### src/rtl/shift_seq_pkg.sv
// Shared definitions for the shift sequencer.
// Contents: shift opcode encodings, shifter command encodings, the FSM state
// encoding, and a helper that picks the shift amount source.
// Optional feature macro: SHIFT_SEQ_ZERO_SKIP_EN (used in shift_sequencer.sv).
package shift_seq_pkg;

  // Shift opcodes presented on the op input.
  typedef enum logic [2:0] {
    OP_SLL     = 3'b000,
    OP_SRL     = 3'b001,
    OP_SRA     = 3'b010,
    OP_SLLV    = 3'b011,
    OP_SRLV    = 3'b100,
    OP_SRAV    = 3'b101,
    OP_SRA_A   = 3'b110,
    OP_ILLEGAL = 3'b111
  } shift_op_e;

  // Commands driven to the datapath shifter.
  typedef enum logic [2:0] {
    CTRL_NOP         = 3'b000,
    CTRL_LOAD        = 3'b001,
    CTRL_LEFT        = 3'b010,
    CTRL_RIGHT_LOG   = 3'b011,
    CTRL_RIGHT_ARITH = 3'b100
  } shift_ctrl_e;

  // Sequencer FSM states.
  typedef enum logic [2:0] {
    ST_IDLE  = 3'b000,
    ST_LOAD  = 3'b001,
    ST_SHIFT = 3'b010,
    ST_WRITE = 3'b011,
    ST_ERR   = 3'b100
  } seq_state_e;

  // Variable-amount ops take the count from the register file, others from
  // the instruction immediate.
  function automatic logic [4:0] select_amount(input logic use_reg,
                                               input logic [4:0] imm_amt,
                                               input logic [4:0] reg_amt);
    logic [4:0] amt;
    if (use_reg) begin
      amt = reg_amt;
    end else begin
      amt = imm_amt;
    end
    return amt;
  endfunction

endpackage

### src/rtl/shift_op_decode.sv
// Combinational opcode decoder for the shift sequencer.
// Ports:
//   op      in  [2:0] shift opcode
//   src_sel out       source select (1 = B_Out, 0 = A_Out)
//   amt_sel out       amount select (1 = reg_A_amt, 0 = shamt)
//   dir     out [2:0] shifter direction command used in the SHIFT cycle
//   illegal out       opcode has no defined operation
module shift_op_decode
  import shift_seq_pkg::*;
(
  input  logic [2:0] op,
  output logic       src_sel,
  output logic       amt_sel,
  output logic [2:0] dir,
  output logic       illegal
);

  // Map each opcode to its mux selects and shifter direction.
  always_comb begin
    src_sel = 1'b0;
    amt_sel = 1'b0;
    dir     = CTRL_NOP;
    illegal = 1'b0;
    case (op)
      OP_SLL: begin
        src_sel = 1'b1;
        dir     = CTRL_LEFT;
      end
      OP_SRL: begin
        src_sel = 1'b1;
        dir     = CTRL_RIGHT_LOG;
      end
      OP_SRA: begin
        src_sel = 1'b1;
        dir     = CTRL_RIGHT_ARITH;
      end
      OP_SLLV: begin
        src_sel = 1'b1;
        amt_sel = 1'b1;
        dir     = CTRL_LEFT;
      end
      OP_SRLV: begin
        src_sel = 1'b1;
        amt_sel = 1'b1;
        dir     = CTRL_RIGHT_LOG;
      end
      OP_SRAV: begin
        src_sel = 1'b1;
        amt_sel = 1'b1;
        dir     = CTRL_RIGHT_ARITH;
      end
      // SRA_A shifts the A operand, so the source mux stays on A_Out.
      OP_SRA_A: begin
        dir = CTRL_RIGHT_ARITH;
      end
      default: begin
        illegal = 1'b1;
      end
    endcase
  end

endmodule

### src/rtl/shift_sequencer.sv
// Shift sequencer: runs one shift operation per accepted start as
// LOAD -> SHIFT -> WRITE, or a one-cycle ERR for the illegal opcode.
// Ports:
//   clk            in        clock, rising edge
//   reset          in        asynchronous active-low reset
//   start          in        run request, sampled only while idle
//   op             in  [2:0] shift opcode
//   shamt          in  [4:0] immediate shift amount
//   reg_A_amt      in  [4:0] register-sourced shift amount
//   shift_src_sel  out       source mux select (1 = B_Out, 0 = A_Out)
//   shift_amt_sel  out       amount mux select (1 = reg_A_amt, 0 = shamt)
//   shift_ctrl     out [2:0] shifter command
//   shift_n        out [4:0] latched shift count
//   busy           out       high whenever not idle
//   done, reg_wr   out       one-cycle pulses in WRITE
//   error          out       one-cycle pulse in ERR
// Macro SHIFT_SEQ_ZERO_SKIP_EN: when defined, a zero shift count skips the
// SHIFT cycle (LOAD -> WRITE).
module shift_sequencer
  import shift_seq_pkg::*;
(
  input  logic       clk,
  input  logic       reset,
  input  logic       start,
  input  logic [2:0] op,
  input  logic [4:0] shamt,
  input  logic [4:0] reg_A_amt,
  output logic       shift_src_sel,
  output logic       shift_amt_sel,
  output logic [2:0] shift_ctrl,
  output logic [4:0] shift_n,
  output logic       busy,
  output logic       done,
  output logic       reg_wr,
  output logic       error
);

  seq_state_e state_r;
  logic [2:0] dir_r;
  logic       src_sel_s;
  logic       amt_sel_s;
  logic [2:0] dir_s;
  logic       illegal_s;

  // The decoder looks at the live opcode; its results are only captured
  // in IDLE, so later opcode changes cannot disturb a running operation.
  shift_op_decode u_decode (
    .op      (op),
    .src_sel (src_sel_s),
    .amt_sel (amt_sel_s),
    .dir     (dir_s),
    .illegal (illegal_s)
  );

  // Sequencer FSM; every output is registered alongside the state.
  always_ff @(posedge clk or negedge reset) begin
    if (!reset) begin
      state_r       <= ST_IDLE;
      dir_r         <= CTRL_NOP;
      shift_src_sel <= 1'b0;
      shift_amt_sel <= 1'b0;
      shift_ctrl    <= CTRL_NOP;
      shift_n       <= 5'd0;
      busy          <= 1'b0;
      done          <= 1'b0;
      reg_wr        <= 1'b0;
      error         <= 1'b0;
    end else begin
      // Pulse outputs fall back to zero unless a state raises them.
      done   <= 1'b0;
      reg_wr <= 1'b0;
      error  <= 1'b0;
      case (state_r)
        ST_IDLE: begin
          if (start && illegal_s) begin
            state_r       <= ST_ERR;
            busy          <= 1'b1;
            error         <= 1'b1;
            shift_src_sel <= 1'b0;
            shift_amt_sel <= 1'b0;
            shift_ctrl    <= CTRL_NOP;
          end else if (start) begin
            state_r       <= ST_LOAD;
            busy          <= 1'b1;
            dir_r         <= dir_s;
            shift_src_sel <= src_sel_s;
            shift_amt_sel <= amt_sel_s;
            shift_n       <= select_amount(amt_sel_s, shamt, reg_A_amt);
            shift_ctrl    <= CTRL_LOAD;
          end else begin
            busy       <= 1'b0;
            shift_ctrl <= CTRL_NOP;
          end
        end
        ST_LOAD: begin
`ifdef SHIFT_SEQ_ZERO_SKIP_EN
          // A zero count leaves the loaded value unchanged, so go straight
          // to the write-back.
          if (shift_n == 5'd0) begin
            state_r    <= ST_WRITE;
            shift_ctrl <= CTRL_NOP;
            done       <= 1'b1;
            reg_wr     <= 1'b1;
          end else begin
            state_r    <= ST_SHIFT;
            shift_ctrl <= dir_r;
          end
`else
          state_r    <= ST_SHIFT;
          shift_ctrl <= dir_r;
`endif
        end
        ST_SHIFT: begin
          state_r    <= ST_WRITE;
          shift_ctrl <= CTRL_NOP;
          done       <= 1'b1;
          reg_wr     <= 1'b1;
        end
        ST_WRITE: begin
          state_r       <= ST_IDLE;
          busy          <= 1'b0;
          shift_src_sel <= 1'b0;
          shift_amt_sel <= 1'b0;
          shift_ctrl    <= CTRL_NOP;
        end
        ST_ERR: begin
          state_r    <= ST_IDLE;
          busy       <= 1'b0;
          shift_ctrl <= CTRL_NOP;
        end
        default: begin
          state_r       <= ST_IDLE;
          busy          <= 1'b0;
          shift_src_sel <= 1'b0;
          shift_amt_sel <= 1'b0;
          shift_ctrl    <= CTRL_NOP;
        end
      endcase
    end
  end

endmodule
### config.mk
export PLATFORM = sky130hd
export DESIGN_NAME = shift_sequencer
export DESIGN_NICKNAME = d
export VERILOG_FILES = /design/src/rtl/shift_seq_pkg.sv /design/src/rtl/shift_op_decode.sv /design/src/rtl/shift_sequencer.sv
export SDC_FILE = /design/constraint.sdc
export NUM_CORES = 1
export LEC_CHECK = 0
export BUFFER_PORTS_ARGS = -buffer_cell sky130_fd_sc_hd__buf_2
export CORE_MARGIN = 2
export CORE_UTILIZATION = 37
export DETAILED_ROUTE_END_ITERATION = 10
export PLACE_DENSITY = 0.66
export SYNTH_ARGS = -nofsm -noshare
export SYNTH_HDL_FRONTEND = slang
export SYNTH_HIERARCHICAL = 1
export SYNTH_SLANG_ARGS = --single-unit
### constraint.sdc
create_clock -name clk -period 2.4 [get_ports clk]
set_clock_uncertainty 0.15 [all_clocks]
set_input_delay 0.48 -clock clk [delete_from_list [all_inputs] [get_ports clk]]
set_output_delay 0.48 -clock clk [all_outputs]
set_load 0.01 [all_outputs]
==> results of run 1 <==
## area by class of cell
type | instances | area, sq um
fill | 235 | 1170
multi-input combinational | 48 | 368
tap | 28 | 35.0
inverter | 1 | 3.75
timing repair buffer | 32 | 170
clock buffer | 3 | 22.5
sequential | 19 | 475
clock inverter | 1 | 7.51
## critical path, stage by stage (launching register included)
cell and delay, ns:
sky130_fd_sc_hd__dfrtp_1 0.51, sky130_fd_sc_hd__nor4b_4 0.30, sky130_fd_sc_hd__buf_4 0.19, sky130_fd_sc_hd__and2_4 0.24
sky130_fd_sc_hd__mux2_2 0.35
## final timing paths
check / start / to / slack [ns]
max: state_r[1] / dir_r[0] / 0.56
min: shamt[1] / shift_n[1] / 0.33
max reg2reg: state_r[1] / dir_r[0] / 0.56
min reg2reg: dir_r[0] / shift_ctrl[0] / 0.36
max in group asynchronous: reset / shift_n[0] / 1.30
min in group asynchronous: reset / shift_n[4] / 0.50
## cell families (layout without fill, tap and decap cells)
kind of cell	after synthesis	count (layout)
AOI/OAI and AO/OA	17	17
xor gates and xnor gates	2	2
buffers and inverters	7	37
DFF	19	19
muxes	12	12
and+or+nand+nor	17	17
## cells in the final DEF (no fill, tap or decap), drive strengths merged
master,Yosys,layout
and2,5,5
a21oi,12,12
clkbuf,0,3
o21a,1,1
nor3,1,1
nor3b,2,2
nand2,3,3
nand3b,1,1
o21ai,1,1
dfrtp,19,19
and3,1,1
xnor2,2,2
inv,1,1
a21o,1,1
buf,6,31
nor4b,1,1
clkinvlp,0,1
mux2,3,3
nor2,3,3
mux2i,9,9
a32o,2,2
dlygate4sd3,0,1
## through the flow
step                hold slack (ns)  power (mW)
CTS                           0.326        1.18
global route                  0.357        1.26
detailed placement            0.293        1.01
floorplan                    0.0344       0.896
global placement              0.287       0.998
finish                        0.334        1.16
## flip-flops by register name, indices dropped and copies added (netlist names)
register	count
dir_r	3
shift_amt_sel	1
shift_ctrl	3
error	1
reg_wr	1
state_r	3
shift_src_sel	1
busy	1
shift_n	5
## per-layer routing
metal,up-vias,part of all wire,global-route usage
met5,-,0,0
met4,0,0,0.0256
met3,0,0.060,0.0537
met2,19,0.47,0.228
met1,300,0.47,0.172
li1,315,-,-
## where the power goes
part	total (mW)	internal [mW]	switching, mW
clock network	0.162	0.0633	0.0983
registers	0.557	0.450	0.107
logic	0.443	0.235	0.208
total	1.16	0.749	0.414
## timing repair
item                                   in CTS  in global routing
hold buffers                                1                  0
gates resized for setup                     0                  0
endpoints found under the hold margin      19                  0
==> parameters.txt, run 1 <==
Parameter                              Value

Synthesis
  Cell count after synthesis ... between 70 and 80
  Fraction of synthesized cell area taken by the top area cell type ... 0.525
  List of most frequent post-synthesis cells ... sky130_fd_sc_hd__dfrtp_1, sky130_fd_sc_hd__a21oi_1, sky130_fd_sc_hd__mux2i_1, sky130_fd_sc_hd__nand2_1, sky130_fd_sc_hd__nor2_1
  Post-synthesis sequential element count ... 19
  Async set-or-reset flop fraction in the synthesized netlist ... 1.00
  Adder-cell share of the synthesized area ... 0
  Compound-Gate Fraction of Synth Area ... 0.112
  Xor and xnor area share after synthesis ... 0.0193
  Basic-gate share of the synthesized area counting and, or, nand and nor cells ... 0.130
  Synth warnings ... 6
  Post-synth top flop ... sky130_fd_sc_hd__dfrtp_1
  Post-Synthesis Net Count ... 90
  Main combinational cell family by area after synthesis ... multiplexers
  Mean Syn Cell Area ... about 12 sq um
  Biggest area consumer among synthesized cells ... sky130_fd_sc_hd__dfrtp_1
  Most common cell in the synthesized netlist ... sky130_fd_sc_hd__dfrtp_1
  Summed instance area of the synthesized netlist ... 906 sq um
  Sequential-to-total area share from yosys stat ... 0.525
  Proportion of synthesized area in mux cells ... 0.145
  Number of flops mapped to enable cells by yosys ... 0
  Post-synth cell types ... 26
  Largest cells by area after synthesis ... sky130_fd_sc_hd__dfrtp_1, sky130_fd_sc_hd__mux2i_1, sky130_fd_sc_hd__a21oi_1

Power
  Leakage power total ... approximately 0.54 nW
  Maximum resistive drop on vdd ... 0.448 mV
  Total power divided by cell area ... 1070 mW/mm^2

Global route
  Total overflow reported by the global router ... 0
  Number of antenna violations at the first check in global routing ... 0
  Pin count of the biggest net entering global routing ... 20
  Vias in the first global route ... 659
  Wire length of the first global-routing pass ... 2.85 mm
  Overall global routing resource usage ... 0.139

Route
  Total number of vias ... roughly 630
  DRT iter0 DRCs ... 10
  Via density per instance ... a little under 5
  Post-DRT Antenna Nets ... 0
  Average wire length per cell after detail routing ... approximately 13 microns
  Final routed DRC violation total ... 0
  Length of the first detailed-routing pass in iterations ... 4
  DRT Wirelength ... 1.70 mm

Hold path
  Type of the tightest min-delay check ... input pin to flop
  Hold-critical path depth ... 3

Placed design
  Weighted congestion at the end of routability-driven global placement ... approximately 0.76
  IO Port Bufs ... 29
  Pre-CTS WS ... about 0.5 ns
  Placed Cells ... between 100 and 150
  Standard cell area after detailed placement ... about 0.0010 sq mm

Worst setup path
  Worst EP required ... between 2 and 2.5 ns
  Worst Path Arrival ... 1.88 ns
  Worst Reg-to-Reg Cells ... 4
  Largest fanout on the critical path ... 11
  Startpoint class of the critical path ... flop
  Kind of end point of the critical path ... flop
  CP Class ... flop to flop

Clock network
  Clock tree sinks ... 19
  Buffer count from post-CTS setup fixing ... 0
  Worst-path clk slew ... roughly 0.11 ns
  Num CTS Buffers ... 3
  Deepest clock path buffer count ... 2
  Clk root buf ... sky130_fd_sc_hd__clkbuf_4
  TritonCTS clock tree ... done
  H-tree levels ... 1
  Clock network latency to the later pin of the worst-skew pair ... between 0.2 and 0.3 ns

STA
  Final worst-path setup slack ... about 0.56 ns
  Period minus WS final ... 1.84 ns
  Total negative setup slack ... 0 ns
  Final number of setup-violating endpoints ... 0
  Relative slew slack ... 0.716
  Actual transition at the worst max-transition pin ... between 0.4 and 0.5 ns
  Final slew viol count ... 0
  Final period util ... 0.767
  Final hold violation count ... 0
  Highest Clock Rate ... about 540 MHz
  Unrepaired setup endpoints after global routing ... false

Floorplanning
  Initial standard-cell utilization of the core ... 0.402
  Horizontal die dimension ... between 50 and 60 microns
  CORE AREA ... 0.00225 sq mm
  IO Count ... 30
  Area of the die ... approximately 0.0029 sq mm
  Height of the chip ... between 50 and 60 microns
  Core Rows ... 17

Finish
  Layout-stage area growth over the synthesis result ... 19.5%
  Utilization after layout ... 0.480
  Final std cells w/o fill ... roughly 130
  Fin nets ... about 120
  N_diodes ... 0
  Final design instance area without fill ... approximately 0.0011 sq mm
  Proportion of layout cells with a drive suffix above 1 ... 0.423

Outcome
  Outcome ... complete, no violations

Run
  Maxcap violations ... 0
Power figures use the tool's default switching activity.
==> run 2, diff against run 1 <==
==> constraint.sdc (replaced) <==
create_clock -name clk -period 1.8 [get_ports clk]
set_clock_uncertainty 0.15 [all_clocks]
set_input_delay 0.36 -clock clk [delete_from_list [all_inputs] [get_ports clk]]
set_output_delay 0.36 -clock clk [all_outputs]
set_load 0.01 [all_outputs]
==> parameters.txt, run 2 (synthesis results as in run 1) <==
Parameter                              Value

Outcome
  Outcome ... complete, no violations

Route
  Length of the first detailed-routing pass in iterations ... 4 (unchanged)
  DRT Wirelength ... 1.79 mm (+5.5%)
  Total number of vias ... 661 (+4.3%)
  Final routed DRC violation total ... 0 (unchanged)
  Via density per instance ... 4.86 (+1.2%)
  DRT iter0 DRCs ... 4 (-6)
  Post-DRT Antenna Nets ... 0 (unchanged)
  Average wire length per cell after detail routing ... 13.2 microns (+2.4%)

STA
  Final hold violation count ... 0 (unchanged)
  Period minus WS final ... 1.62 ns (-0.221 ns)
  Final slew viol count ... 0 (unchanged)
  Relative slew slack ... 0.714 (-0.00227)
  Final worst-path setup slack ... 0.180 ns (-0.379 ns)
  Final number of setup-violating endpoints ... 0 (unchanged)
  Highest Clock Rate ... 617 MHz (+14%)
  Final period util ... 0.900 (+0.133)
  Actual transition at the worst max-transition pin ... 0.429 ns (+0.00341 ns)
  Total negative setup slack ... 0 ns (unchanged)
  Unrepaired setup endpoints after global routing ... false

Worst setup path
  Kind of end point of the critical path ... flop
  Worst EP required ... 1.84 ns (-0.60 ns)
  Critical register-to-register path startpoint ... state_r[1]
  Largest fanout on the critical path ... 11 (unchanged)
  Startpoint class of the critical path ... flop
  Worst Path Arrival ... 1.66 ns (-0.22 ns)
  RR Endpoint ... dir_r[0]
  Setup slack, reg-to-reg ... 0.18 ns (-0.38 ns)
  CP Class ... flop to flop
  Worst Reg-to-Reg Cells ... 3 (-1)

Placed design
  Pre-CTS WS ... 0.152 ns (-0.339 ns)
  IO Port Bufs ... 29 (unchanged)
  DP HPWL ... 1.34 mm
  Weighted congestion at the end of routability-driven global placement ... 0.696 (-8.9%)

Power
  P_int ... 1.03 mW (+37%)
  Part of the total power dissipated in sequential elements ... 0.439 (-0.041)
  Power dissipated by switching net loads ... 0.559 mW (+35%)
  Fraction of power consumed by combinational cells ... 0.424 (+0.043)
  Fraction of power consumed by the clock network ... 0.137 (-0.002)
  Maximum resistive drop on vdd ... 0.604 mV (+35%)
  Leakage power total ... 0.565 nW (+4.3%)
  Total power divided by cell area ... 1430 mW/mm^2 (+33%)
  Fraction of power spent switching nets ... 0.352 (-0.00370)

Clock network
  Worst-path clk slew ... 0.11 ns (about the same)
  H-tree levels ... 1 (unchanged)
  Deepest clock path buffer count ... 2 (unchanged)
  Num CTS Buffers ... 3 (unchanged)
  Buffer count from post-CTS setup fixing ... 0 (unchanged)
  TritonCTS clock tree ... done
  Clock network latency to the later pin of the worst-skew pair ... 0.30 ns (about the same)
  Clock tree sinks ... 19 (unchanged)
  Clk root buf ... sky130_fd_sc_hd__clkbuf_4

Hold path
  WHS Endpoint ... shift_n[4]
  Type of the tightest min-delay check ... input pin to flop
  Hold-critical path depth ... 3 (unchanged)
  Worst min-delay path startpoint ... shamt[4]

Global route
  Vias in the first global route ... 671 (+1.8%)
  Number of antenna violations at the first check in global routing ... 0 (unchanged)
  Overall global routing resource usage ... 0.151 (+0.0123)
  Total overflow reported by the global router ... 0 (unchanged)
  Wire length of the first global-routing pass ... 3.06 mm (+7.3%)
  Pin count of the biggest net entering global routing ... 20 (unchanged)

Floorplanning
  CORE AREA ... 0.00225 sq mm (unchanged)
  Height of the chip ... 53.5 microns (unchanged)
  Initial standard-cell utilization of the core ... 0.402 (unchanged)
  Core Rows ... 17 (unchanged)
  Horizontal die dimension ... 53.5 microns (unchanged)
  Area of the die ... 0.00286 sq mm (unchanged)
  IO Count ... 30 (unchanged)

Finish
  N_diodes ... 0 (unchanged)
  Footprint of the multi-input gates ... 368 sq um (unchanged)
  Proportion of layout cells with a drive suffix above 1 ... 0.444 (+0.0214)
  Flip-flop count of the largest register, all copies and words added ... 5 (unchanged)
  Layout-stage area growth over the synthesis result ... 22.5%
  Fill cell total of the finished layout ... 235 (unchanged)
  Register bank with the most flops ... shift_n
  Commonest non-fill, non-tap cell in the layout ... sky130_fd_sc_hd__buf_2
  Leading cell types in the layout, fill and taps excluded ... sky130_fd_sc_hd__buf_2, sky130_fd_sc_hd__dfrtp_1, sky130_fd_sc_hd__a21oi_1
  Sequential Area ... 475 sq um (unchanged)
  Fin nets ... 125 (+3.3%)

Run
  Maxcap violations ... 0 (unchanged)
run 2: how the worst max path moves through the flow:
stage | depth (start not counted) | start | slack (ns) | to
floorplan | 5 | state_r[1] | 0.02 | dir_r[1]
global placement | 5 | op[2] | 0.18 | dir_r[0]
detailed placement | 5 | op[2] | 0.15 | dir_r[0]
CTS | 3 | state_r[1] | 0.17 | dir_r[0]
global route | 3 | state_r[1] | 0.10 | dir_r[0]
finish | 3 | state_r[1] | 0.18 | dir_r[0]
run 2: area by class of cell:
type,instances,share of cell area
Clock buffer,3,0.0203
Sequential cell,19,0.428
Inverter,1,0.00338
Timing Repair Buffer,36,0.180
Clock inverter,1,0.00451
Multi-Input combinational cell,48,0.331
Tap cell,28,0.0316
run 2: worst max-delay path, stage by stage (launching register included):
cell and delay, ns:
sky130_fd_sc_hd__dfrtp_1 0.43, sky130_fd_sc_hd__nor4b_4 0.31, sky130_fd_sc_hd__and2_4 0.27, sky130_fd_sc_hd__mux2_2 0.35
run 2: what timing repair did:
| item | CTS | global route |
|---|---|---|
| hold endpoints to repair | 19 | 0 |
| hold buffers | 1 | 0 |
| gates resized for setup | 0 | 0 |
run 2: power groups by stage:
stage	clock (mW)	combinational [mW]	sequential, mW
final	0.218	0.673	0.696
after global routing	0.246	0.749	0.721
after CTS	0.229	0.685	0.699
after detailed placement	0	0.682	0.708
after global placement	0	0.664	0.702
after floorplan	0	0.452	0.742
run 2: stage by stage:
stage | area (sq um) | instances | power, mW | utilization | hold WS, ns
3_3_place_gp | 1070 | 131 | 1.37 | 0.476 | 0.176
2_1_floorplan | 906 | 74 | 1.19 | - | -0.0856
6_report | 1110 | 136 | 1.59 | 0.492 | 0.201
4_1_cts | 1110 | 136 | 1.61 | 0.492 | 0.191
3_5_place_dp | 1070 | 131 | 1.39 | 0.476 | 0.181
5_1_grt | 1110 | 136 | 1.72 | 0.492 | 0.216
run 2: metal layers:
metal  track usage  routed length (microns)
met4        0.0513                        8
met2         0.253                      872
met5             0                        0
met1         0.193                      823
met3        0.0282                       90
==> run 3, diff against run 2 <==
--- a/config.mk
+++ b/config.mk
@@ -9,8 +9,7 @@
 export CORE_MARGIN = 2
 export CORE_UTILIZATION = 37
 export DETAILED_ROUTE_END_ITERATION = 10
-export PLACE_DENSITY = 0.66
+export PLACE_DENSITY = 0.64
 export SYNTH_ARGS = -nofsm -noshare
 export SYNTH_HDL_FRONTEND = slang
-export SYNTH_HIERARCHICAL = 1
 export SYNTH_SLANG_ARGS = --single-unit
==> constraint.sdc (replaced) <==
create_clock -name clk -period 1.9 [get_ports clk]
set_clock_uncertainty 0.15 [all_clocks]
set_input_delay 0.38 -clock clk [delete_from_list [all_inputs] [get_ports clk]]
set_output_delay 0.38 -clock clk [all_outputs]
set_load 0.01 [all_outputs]
==> parameters.txt, run 3 <==
Parameter                              Value

Synthesis
  List of most frequent post-synthesis cells ... sky130_fd_sc_hd__dfrtp_1, sky130_fd_sc_hd__a21oi_1, sky130_fd_sc_hd__nand2_1, sky130_fd_sc_hd__inv_1, sky130_fd_sc_hd__nor2_1
  Async set-or-reset flop fraction in the synthesized netlist ... 1.00 (unchanged)
  Biggest area consumer among synthesized cells ... sky130_fd_sc_hd__dfrtp_1
  Post-synth top flop ... sky130_fd_sc_hd__dfrtp_1
  Most common cell in the synthesized netlist ... sky130_fd_sc_hd__dfrtp_1
  Number of flops mapped to enable cells by yosys ... 0 (unchanged)
  Cell count after synthesis ... 108 (+46%)
  Largest cells by area after synthesis ... sky130_fd_sc_hd__dfrtp_1, sky130_fd_sc_hd__mux2_2, sky130_fd_sc_hd__a21oi_1
  Summed instance area of the synthesized netlist ... 0.00104 sq mm (+15%)
  Mean Syn Cell Area ... 9.66 sq um (-21%)
  Sequential-to-total area share from yosys stat ... 0.456 (-0.0692)
  Post-Synthesis Net Count ... 124 (+38%)
  Synth warnings ... 0 (-6)
  Fraction of synthesized cell area taken by the top area cell type ... 0.456 (-0.0692)
  Post-synthesis sequential element count ... 19 (unchanged)
  Post-synth cell types ... 34 (+31%)

Route
  Average wire length per cell after detail routing ... 12.8 microns (-3.3%)
  DRT iter0 DRCs ... 22 (+18)
  Post-DRT Antenna Nets ... 0 (unchanged)
  Total number of vias ... 892 (+35%)
  Length of the first detailed-routing pass in iterations ... 4 (unchanged)
  DRT Wirelength ... 2.16 mm (+20%)
  Via density per instance ... 5.28 (+8.6%)
  Final routed DRC violation total ... 0 (unchanged)

Finish
  Fill cell total of the finished layout ... 273 (+16%)
  Footprint of the multi-input gates ... 479 sq um (+30%)
  N_diodes ... 0 (unchanged)
  Fin nets ... 155 (+24%)
  Proportion of layout cells with a drive suffix above 1 ... 0.362 (-0.0821)
  Commonest non-fill, non-tap cell in the layout ... sky130_fd_sc_hd__buf_2
  Register bank with the most flops ... shift_n
  Layout-stage area growth over the synthesis result ... 20.1%
  Leading cell types in the layout, fill and taps excluded ... sky130_fd_sc_hd__buf_2, sky130_fd_sc_hd__dfrtp_1, sky130_fd_sc_hd__a21oi_1
  Sequential Area ... 475 sq um (unchanged)
  Flip-flop count of the largest register, all copies and words added ... 5 (unchanged)

STA
  Total negative setup slack ... 0 ns (unchanged)
  Final number of setup-violating endpoints ... 0 (unchanged)
  Period minus WS final ... 1.69 ns (+0.0693 ns)
  Final period util ... 0.889 (-0.0109)
  Relative slew slack ... 0.721 (+0.00647)
  Actual transition at the worst max-transition pin ... 0.419 ns (-0.00970 ns)
  Final slew viol count ... 0 (unchanged)
  Final hold violation count ... 0 (unchanged)
  Unrepaired setup endpoints after global routing ... false
  Final worst-path setup slack ... 0.211 ns (+0.0307 ns)
  Highest Clock Rate ... 592 MHz (-4.1%)

Floorplanning
  Area of the die ... 0.00326 sq mm (+14%)
  Horizontal die dimension ... 57.1 microns (+6.8%)
  CORE AREA ... 0.00271 sq mm (+20%)
  Core Rows ... 19 (+2)
  Height of the chip ... 57.1 microns (+6.8%)
  Initial standard-cell utilization of the core ... 0.385 (-0.0167)
  IO Count ... 30 (unchanged)

Clock network
  Clock tree sinks ... 19 (unchanged)
  TritonCTS clock tree ... done
  Clock network latency to the later pin of the worst-skew pair ... 0.30 ns (about the same)
  Num CTS Buffers ... 3 (unchanged)
  Buffer count from post-CTS setup fixing ... 0 (unchanged)
  Clk root buf ... sky130_fd_sc_hd__clkbuf_4
  H-tree levels ... 1 (unchanged)
  Deepest clock path buffer count ... 2 (unchanged)
  Worst-path clk slew ... 0.10 ns (about the same)

Hold path
  Type of the tightest min-delay check ... input pin to flop
  Worst min-delay path startpoint ... op[0]

Placed design
  DP HPWL ... 1.60 mm (+20%)
  IO Port Bufs ... 29 (unchanged)
  Weighted congestion at the end of routability-driven global placement ... 0.760 (+9.2%)
  Pre-CTS WS ... 0.181 ns (+0.0298 ns)

Global route
  Pin count of the biggest net entering global routing ... 20 (unchanged)
  Number of antenna violations at the first check in global routing ... 0 (unchanged)
  Vias in the first global route ... 813 (+21%)
  Wire length of the first global-routing pass ... 3.75 mm (+23%)
  Overall global routing resource usage ... 0.148 (-0.00322)
  Total overflow reported by the global router ... 0 (unchanged)

Worst setup path
  Cell with the biggest individual delay on the critical path ... sky130_fd_sc_hd__or4b_4
  Worst EP required ... 1.94 ns (+0.10 ns)
  Critical register-to-register path startpoint ... state_r[1]
  Startpoint class of the critical path ... flop
  Worst Path Arrival ... 1.73 ns (+0.07 ns)
  Worst setup path startpoint ... state_r[1]
  Kind of end point of the critical path ... flop
  Worst path cell trace ... or4b_4, a221o_2
  Largest fanout on the critical path ... 11 (unchanged)
  CP Class ... flop to flop
  Setup slack, reg-to-reg ... 0.21 ns (+0.03 ns)
  Critical path's largest stage delay ... 0.62 ns (+0.19 ns)

Run
  Maxcap violations ... 0 (unchanged)

Power
  Total Power Consumption ... 1.57 mW (-0.89%)
  Total power divided by cell area ... 1250 mW/mm^2 (-12%)
  Maximum resistive drop on vdd ... 0.755 mV (+25%)
  Leakage power total ... 0.621 nW (+10%)

Outcome
  Outcome ... complete, no violations
[run 3: cell count changes in the layout (fill, tap and decap cells not counted), moves of 3 or more]
cell and delta:
sky130_fd_sc_hd__a211o_1 +5, sky130_fd_sc_hd__a31oi_1 +5, sky130_fd_sc_hd__inv_1 +6, sky130_fd_sc_hd__mux2_2 +4, sky130_fd_sc_hd__mux2i_1 -9, sky130_fd_sc_hd__nand2_1 +5, sky130_fd_sc_hd__nor2_1 +3
[run 3: final timing paths]
check | end | cells past startpoint
setup / recovery | dir_r[1] | 2
hold / removal | dir_r[2] | 2
setup reg to reg | dir_r[1] | 2
hold reg to reg | busy | 1
max in group asynchronous | shift_n[0] | 2
min in group asynchronous | shift_n[1] | 2
[run 3: cells by family after synthesis]
group,synth area share
DFF,0.456
AOI/OAI and AO/OA,0.222
and+or+nand+nor,0.165
adders and majority gates,0.00959
muxes,0.0540
buffers and inverters,0.0851
xor gates and xnor gates,0.00839
[run 3: layout make-up]
cell class,instances,share of cell area
multi-input combinational,71,0.382
sequential,19,0.379
timing repair buffer,37,0.166
tap,31,0.0309
clock buffer,4,0.0210
inverter,7,0.0210
[run 3: repair_timing]
| item | 4_1_cts | 5_1_grt |
|---|---|---|
| endpoints found under the setup margin | 0 | 0 |
| gates resized for setup | 0 | 0 |
| hold buffers | 1 | 0 |
| hold endpoints to repair | 19 | 0 |
[run 3: power by group]
group / total, mW / switching, mW / internal [mW] / leakage (nW)
sequential: 0.650 / 0.0842 / 0.565 / 0.235
clock: 0.205 / 0.123 / 0.0819 / 0.0150
combinational: 0.719 / 0.375 / 0.343 / 0.371
[run 3: layer usage]
metal  GRT usage  vias to the layer above  wire [microns]
met5           0                        -               0
met4      0.0797                        0              48
met3      0.0272                        5             120
met2       0.235                       31             995
met1       0.192                      408             991
li1            -                      448               -
[run 3: worst max-delay path: cells and delay by family (launching register included)]
kind / cells / cell delay [ns]
simple gates: 1 / 0.62
compound gates: 1 / 0.41
flops: 1 / 0.40
[run 3: stage by stage]
step                 util  instances  hold slack (ns)  area, sq um
floorplan               -        108          -0.0656         1040
global placement    0.449        164            0.188         1220
detailed placement  0.449        164            0.196         1220
CTS                 0.463        169            0.261         1250
global route        0.463        169            0.296         1250
finish              0.463        169            0.276         1250
